===== config.mk =====
export PLATFORM = sky130hd
export DESIGN_NAME = instr_fetch
export DESIGN_NICKNAME = d
export VERILOG_FILES = /design/src/rtl/pkg_fetch.sv /design/src/rtl/instr_fetch.sv
export SDC_FILE = /design/constraint.sdc
export NUM_CORES = 1
export LEC_CHECK = 0
export BUFFER_PORTS_ARGS = -buffer_cell sky130_fd_sc_hd__clkbuf_2
export CAP_MARGIN = 20
export CORE_MARGIN = 2
export CORE_UTILIZATION = 50
export DETAILED_ROUTE_END_ITERATION = 7
export PLACE_DENSITY = 0.79
export SYNTH_ARGS = -nofsm -noshare
export SYNTH_HDL_FRONTEND = slang
export SYNTH_SLANG_ARGS = --single-unit

===== constraint.sdc =====
create_clock -name clk -period 2.8 [get_ports clk]
set_clock_uncertainty 0.05 [all_clocks]
set_input_delay 0.14 -clock clk [delete_from_list [all_inputs] [get_ports clk]]
set_output_delay 0.14 -clock clk [all_outputs]
set_load 0.005 [all_outputs]

===== src/rtl/pkg_fetch.sv =====
`default_nettype none
// ============================================================================
// Module : pkg_fetch
// Brief  : Shared definitions for the instruction fetch unit: FSM state
//          encoding and the number of bytes per instruction word.
// Rev    : 1.0 - initial release
// ============================================================================
package pkg_fetch;

  typedef enum logic [1:0] {
    IDLE = 2'd0,
    REQ  = 2'd1,
    CAP  = 2'd2
  } fetch_state_t;

  localparam int FETCH_BYTES = 4;

endpackage
`default_nettype wire


===== src/rtl/instr_fetch.sv =====
`default_nettype none
// ============================================================================
// Module : instr_fetch
// Brief  : Fetches one 32-bit instruction as four byte reads from a RAM with
//          a ready handshake and assembles it big-endian into ir. A pc that
//          is not word aligned is rejected with a fault flag.
// Rev    : 1.0 - initial release
// ============================================================================
module instr_fetch
  import pkg_fetch::*;
#(
  parameter int ADDR_W = 16
) (
  input  logic              clk,
  input  logic              rst,
  input  logic              fetch_req,
  input  logic [ADDR_W-1:0] pc,
  output logic              ram_rd,
  output logic [ADDR_W-1:0] ram_addr,
  input  logic              ram_ready,
  input  logic [7:0]        ram_rdata,
  output logic [31:0]       ir,
  output logic              ir_valid,
  output logic              busy,
  output logic              fault
);

  localparam logic [1:0] LAST_K = 2'(FETCH_BYTES - 1);

  fetch_state_t      state;
  fetch_state_t      state_nxt;
  logic [ADDR_W-1:0] base;
  logic [1:0]        k;
  logic              aligned_req;

  // Only an aligned request seen while idle starts a fetch.
  assign aligned_req = fetch_req && (pc[1:0] == 2'b00);

  // State register.
  always_ff @(posedge clk) begin
    if (rst) begin
      state <= IDLE;
    end else begin
      state <= state_nxt;
    end
  end

  // Next-state logic: one REQ/CAP pair per byte, back to IDLE after the last.
  always_comb begin
    state_nxt = state;
    case (state)
      IDLE:    if (aligned_req) state_nxt = REQ;
      REQ:     if (ram_ready)   state_nxt = CAP;
      CAP:     state_nxt = (k == LAST_K) ? IDLE : REQ;
      default: state_nxt = IDLE;
    endcase
  end

  // Datapath: latch base address, byte index, instruction lanes and flags.
  always_ff @(posedge clk) begin
    if (rst) begin
      base     <= '0;
      k        <= 2'd0;
      ir       <= 32'd0;
      ir_valid <= 1'b0;
      fault    <= 1'b0;
    end else begin
      case (state)
        IDLE: begin
          if (fetch_req) begin
            ir_valid <= 1'b0;
            if (aligned_req) begin
              base  <= pc;
              k     <= 2'd0;
              fault <= 1'b0;
            end else begin
              fault <= 1'b1;
            end
          end
        end
        CAP: begin
          // Byte at the lowest address lands in the top lane (opcode byte).
          case (k)
            2'd0:    ir[31:24] <= ram_rdata;
            2'd1:    ir[23:16] <= ram_rdata;
            2'd2:    ir[15:8]  <= ram_rdata;
            default: ir[7:0]   <= ram_rdata;
          endcase
          if (k == LAST_K) begin
            ir_valid <= 1'b1;
          end else begin
            k <= k + 2'd1;
          end
        end
        default: ;
      endcase
    end
  end

  // RAM request only in REQ; the address wraps naturally at 2^ADDR_W.
  assign ram_rd   = (state == REQ);
  assign ram_addr = ram_rd ? (base + ADDR_W'(k)) : '0;
  assign busy     = (state != IDLE);

endmodule
`default_nettype wire


==> run summary, run 1 <==
Synth-to-layout area growth = 25.32%
I/O Buffers = 79
Comb pwr share = 0.067
Total power = 1.420 mW
Largest area contributor in the netlist = dfxtp_1
Tmin final = 2.382 ns
Syn avg cell area = 7.728 um^2
Syn_nets = 348
FP Rows = 25
Die ar. = 5393 um^2
Vias per std cell = 5.321
I/O pin total = 80
CTS Hold Buffers Added = 9
Largest net degree at the start of global routing = 55
Placer Congestion = 0.8206
Post-Syn Area = 2411 um^2
Power Density = 470.0 nW/um^2
Global-route wire length before repair = 8976 um
Die height = 73.44 um
CP arrival = 2.19 ns
CP Class = register to output port
Mux cell area share after synthesis = 0
Int Power = 1.092 mW
Period utilization = 0.8509
Clock sink count = 54
Cells after synthesis = 312
Number of routed nets with antenna violations = 0
Compound-Gate Fraction of Synth Area = 0.1297
Maximum fanout along the worst path = 6
Origin of the critical flop-to-flop path = state[0]
Yosys warns = 0
Rel. slew slack = 0.2879
Final hold slack = 0.009973 ns
Number of remaining DRC errors = 0
Register share of total power = 0.557
Via count = 2,368
Worst min path class = input port to register
Worst VDD drop = 0.3241 mV
FMAX = 419.7 MHz
RSZ-0062 raised after global routing = false
Post-synthesis adder-cell area fraction = 0.04463
Fin worst setup slack = 0.4176 ns
H-tree Lvls = 2
Core box area = 4692 um^2
Final setup violation count = 0
Hold Startpoint = pc[9]
Status = complete, no violations
Clk Latency, worst-skew pair = 0.31 ns
Share of cells above drive strength 1 = 0.2430
Hold Fails Final Rpt = 0
CTS tree = built
Post-Layout Cell Count = 445
ANT cells = 0
Number of antenna violations at the first check in global routing = 0
Yosys cell types = 32
Clk root buf = clkbuf_8
Most common cell after layout, fill and taps aside = clkbuf_2
Clock Path Buffers = 2
Clk pwr share = 0.376
Setup crit start kind = register
CTS resizes = 0
Seq/Total Area, Yosys = 0.4484
Most frequent cells in the layout = clkbuf_2 (79), nand2_1 (72), a21oi_1 (54), dfxtp_1 (54), nand3_1 (38)
Post-Synth XOR/XNOR Area = 0.03633
Dpl ws = 0.7919 ns
Routed WL = 5837 um
Drt first-iter violations = 166
GRT overflow = 0
Pins over their slew limit = 0
Crit path from = k[0]
Yosys top cell area share = 0.4484
DR WL/cell = 13.12 um
Area contributors post-synth = dfxtp_1 (45%), a21oi_1 (11%), nand2_1 (11%), nand3_1 (7.9%), ha_1 (3.6%)
Combinational family with the most area after synthesis = simple AND/OR/NAND/NOR gates
Drt first pass iters = 4
Die width = 73.44 um
Flops & latches, synth = 54
Max Cap Viol = 0
Sw Ratio = 0.2311
HPWL after DPL = 3986 um
GRT Resource Usage Total = 0.2132
Setup TNS = 0 ns
Clock transition at the registers of the reported paths = 0.10 ns
NumNets Final = 426
Critical path required time = 2.61 ns
Post-CTS Setup Repair Bufs = 0
Post-Synth Simple-Gate Area = 0.3015
Leak pwr = 1.200 nW
Placed cells = 428
Psw = 0.3282 mW
Vias in the first global route = 1,988
Worst-Margin Slew = 1.068 ns
Num CTS Buffers = 5
Critical Path End Type = output port
Initial Util = 0.5139
[final timing paths]
path	endpoint	slack, ns	cells after the start
setup / recovery	ram_addr[14]	0.42	6
hold / removal	base[9]	0.01	3
setup reg to reg	k[1]	0.95	4
hold reg to reg	ir[6]	0.41	2
[layout make-up]
type | count | area (um^2)
multi-input cells | 234 | 1237
clock inverters | 3 | 47.55
well taps | 54 | 67.56
clock buffers | 5 | 68.82
repair buffers | 90 | 500.5
flip-flops and latches | 54 | 1081
fillers | 424 | 1670
inverters | 5 | 18.77
[routing by layer]
layer  part of all wire  vias to the layer above  GRT usage
met4              0.013                        0    0.06869
met1               0.44                     1065     0.2937
met3              0.065                        8    0.04801
met2               0.48                       84     0.3313
met5                  0                        -          0
li1                   -                     1211          -
[flip-flops by register name, summed over array words and instances, names as in the netlist]
name	flops
base	16
fault	1
ir	32
ir_valid	1
k	2
state	2
[kinds of logic after synthesis]
kind of cell / count (synthesis)
AOI/OAI and AO/OA: 61
adders and majority gates: 8
and+or+nand+nor: 155
buffers and inverters: 24
xor gates and xnor gates: 10
DFF: 54
[cell usage after synthesis]
master,n
a21o_1,1
a21oi_1,54
and2_1,2
and3_1,1
buf_2,1
buf_4,1
clkbuf_1,17
dfxtp_1,54
fa_1,1
ha_1,7
inv_1,5
nand2_1,72
nand2b_1,2
nand3_1,38
nand4_1,3
nand4_2,1
nor2_1,13
nor2b_1,4
nor3_1,4
nor3_2,1
nor3b_1,3
nor4_1,2
o21ai_0,4
o31ai_1,2
or2_2,1
or2_4,1
or3_1,3
or3_2,1
or3b_1,1
or4_1,2
xnor2_1,6
xor2_1,4
[per-stage QoR]
stage,util,area [um^2]
after global placement,0.6000,2815
after CTS,0.6440,3022
final,0.6440,3022
after detailed placement,0.6000,2815
after floorplan,-,2411
after global routing,0.6440,3022
[power by group through the flow]
stage | Combinational (mW) | Sequential (mW) | Clock [mW]
2_1_floorplan | 0.0459 | 0.805 | 0
3_3_place_gp | 0.0844 | 0.808 | 0
3_5_place_dp | 0.0847 | 0.808 | 0
4_1_cts | 0.0946 | 0.790 | 0.549
5_1_grt | 0.106 | 0.793 | 0.576
6_report | 0.0950 | 0.791 | 0.534
[critical path, cell delays in order (launching register included)]
cell      delay, ns
dfxtp_1        0.45
ha_1           0.24
fa_1           0.27
nand3_1        0.12
or4_1          0.48
a21oi_1        0.18
clkbuf_2       0.15
Power figures use the tool's default switching activity.
==> run 2, diff against run 1 <==
- ABC_AREA: unset -> 1
==> run summary, run 2 <==
Global-route wire length before repair = 9929 um (+11%)
Post-Syn Area = 2487 um^2 (+3.2%)
Number of antenna violations at the first check in global routing = 0 (unchanged)
Post-Layout Cell Count = 493 (+11%)
Number of remaining DRC errors = 0 (unchanged)
Die height = 74.53 um (+1.5%)
RSZ-0062 raised after global routing = false
Num CTS Buffers = 5 (unchanged)
CP most frequent cell = nand2_1
FP Rows = 25 (unchanged)
Share of cells above drive strength 1 = 0.2347 (-0.008225)
Final setup violation count = 0 (unchanged)
Placer Congestion = 0.9019 (+9.9%)
Period utilization = 0.7554 (-0.09546)
Worst VDD drop = 0.3404 mV (+5.0%)
Die ar. = 5555 um^2 (+3.0%)
Dpl ws = 1.022 ns (+0.2302 ns)
Post-synth top flop = dfxtp_1
Worst min path class = input port to register
Core Util, Final = 0.6347 (-0.009263)
Top-count cell post-synth = nand2_1
I/O Buffers = 79 (unchanged)
Via count = 2,523 (+6.5%)
Status = complete, no violations
Clk Latency, worst-skew pair = 0.32 ns (about the same)
Rel. slew slack = 0.6264 (+0.3385)
Slowest stage cell, crit path = dfxtp_1
Power Density = 460.2 nW/um^2 (-2.1%)
Seq/Total Area, Yosys = 0.4346 (-0.01376)
Tmin final = 2.115 ns (-0.2673 ns)
Clk root buf = clkbuf_8
Critical-path cell list = ha_1 > fa_1 > nand2_1 > nor2_4 > nand3_2 > nand2_1 > inv_1 > nor2_1 > clkbuf_2
Most common cell after layout, fill and taps aside = clkbuf_2
Area contributors post-synth = dfxtp_1 (43%), nand2_1 (11%), a21oi_1 (9.5%), nand3_1 (8.0%), nor2_1 (7.4%)
CTS Hold Buffers Added = 3 (-6)
Critical Path End Type = output port
Yosys cell types = 25 (-22%)
Critical path required time = 2.61 ns (about the same)
Max FFs per register = 32 (unchanged)
HPWL after DPL = 4414 um (+11%)
Placed cells = 482 (+13%)
Syn avg cell area = 7.107 um^2 (-8.0%)
CP Class = register to output port
Pins over their slew limit = 0 (unchanged)
DR WL/cell = 12.50 um (-4.7%)
Number of enable flip-flop cells after synthesis = 0 (unchanged)
Worst path max stage delay = 0.45 ns (-0.03 ns)
GRT overflow = 0 (unchanged)
Flop-to-flop setup slack = 1.18 ns (+0.23 ns)
CTS tree = built
NumNets Final = 461 (+8.2%)
Leak pwr = 1.267 nW (+5.6%)
Post-synth ARST share = 0 (unchanged)
FF-to-FF End = ir[3]
Vias in the first global route = 2,299 (+16%)
Vias per std cell = 5.118 (-3.8%)
Die width = 74.53 um (+1.5%)
Origin of the critical flop-to-flop path = state[0]
Yosys top cell area share = 0.4346 (-0.01376)
Worst-Margin Slew = 0.5596 ns (-0.5085 ns)
Largest registers = ir: 32 flops, base: 16 flops
Final hold slack = 0.004290 ns (-0.005683 ns)
FMAX = 472.8 MHz (+13%)
Routed met2 length = 2965 um (+6.4%)
Largest net degree at the start of global routing = 40 (-27%)
Post-Route M1 WL = 2704 um (+4.3%)
Total power = 1.389 mW (-2.2%)
Syn_nets = 386 (+11%)
Cells after synthesis = 350 (+12%)
Post-CTS Setup Repair Bufs = 0 (unchanged)
Routed WL = 6162 um (+5.6%)
Initial Util = 0.5232 (+0.009291)
I/O pin total = 80 (unchanged)
Drt first pass iters = 4 (unchanged)
Max Cap Viol = 0 (unchanged)
Largest area contributor in the netlist = dfxtp_1
CTS resizes = 0 (unchanged)
Met3 wire len = 411 um (+7.6%)
Top sig layer = met4
Drt first-iter violations = 111 (-33%)
CP arrival = 1.93 ns (-0.26 ns)
Number of routed nets with antenna violations = 0 (unchanged)
Setup TNS = 0 ns (unchanged)
Biggest register = ir
Core box area = 4755 um^2 (+1.3%)
Yosys warns = 0 (unchanged)
Most frequent cells in the layout = clkbuf_2 (79), nand2_1 (76), dfxtp_1 (54)
Crit path from = k[0]
Dpl cell area = 2893 um^2 (+2.8%)
H-tree Lvls = 2 (unchanged)
Crit path capture = ram_addr[12]
Commonest cells post-synth = nand2_1 (76), dfxtp_1 (54), nor2_1 (49)
Clock transition at the registers of the reported paths = 0.10 ns (about the same)
Flops & latches, synth = 54 (unchanged)
Filler Cell Count = 459 (+8.3%)
ANT cells = 0 (unchanged)
Fin worst setup slack = 0.6849 ns (+0.2673 ns)
Maximum fanout along the worst path = 9 (+3)
Clock Path Buffers = 2 (unchanged)
Worst R2R Path Depth = 6 (+2)
GRT Resource Usage Total = 0.2307 (+0.01748)
Clock sink count = 54 (unchanged)
Setup crit start kind = register
Synth-to-layout area growth = 21.33%
Design area = 3018 um^2 (-0.12%)
Hold Fails Final Rpt = 0 (unchanged)
run 2: critical path, delay by kind of cell (launching register included):
family	cells	cell delay [ns]
fa+ha+maj	2	0.42
flops	1	0.45
simple gates	5	0.60
buf+inv	2	0.15
run 2: worst min-delay path by stage:
stage               startpoint  endpoint  slack (ns)  depth (start not counted)
detailed placement      pc[14]  base[14]        0.33                          3
finish                  pc[13]  base[13]       0.004                          3
floorplan            ram_ready  state[1]        0.22                          2
CTS                      pc[6]   base[6]       0.007                          3
global placement        pc[14]  base[14]        0.32                          3
global route         ram_ready  state[1]       0.005                          3
run 2: final cells by class:
class,instances,area (um^2),area share
sequential,54,1081,0.3582
tap,67,83.83,0.02778
clock buffer,5,68.82,0.02280
inverter,26,97.59,0.03234
timing repair buffer,84,440.4,0.1459
clock inverter,3,26.28,0.008706
multi-input combinational,254,1220,0.4042
run 2: cells by family (layout without fill, tap and decap cells):
logic type                 after synthesis  after routing  share of synthesized area
buffers and inverters                   42            118                    0.07495
adders and majority gates                8              8                    0.04326
and+or+nand+nor                        177            177                     0.3068
DFF                                     54             54                     0.4346
AOI/OAI and AO/OA                       69             69                     0.1403
run 2: report_power, final:
group	total [mW]	leakage (nW)	internal (mW)	switching (mW)
logic	0.121	0.781	0.0444	0.0766
registers	0.801	0.437	0.784	0.0165
clock network	0.467	0.0491	0.185	0.282
run 2: metal layers:
| metal | vias up | global-route usage |
|---|---|---|
| li1 | 1288 | - |
| met1 | 1123 | 0.2911 |
| met2 | 103 | 0.3982 |
| met3 | 9 | 0.04336 |
| met4 | 0 | 0.07341 |
| met5 | - | 0 |
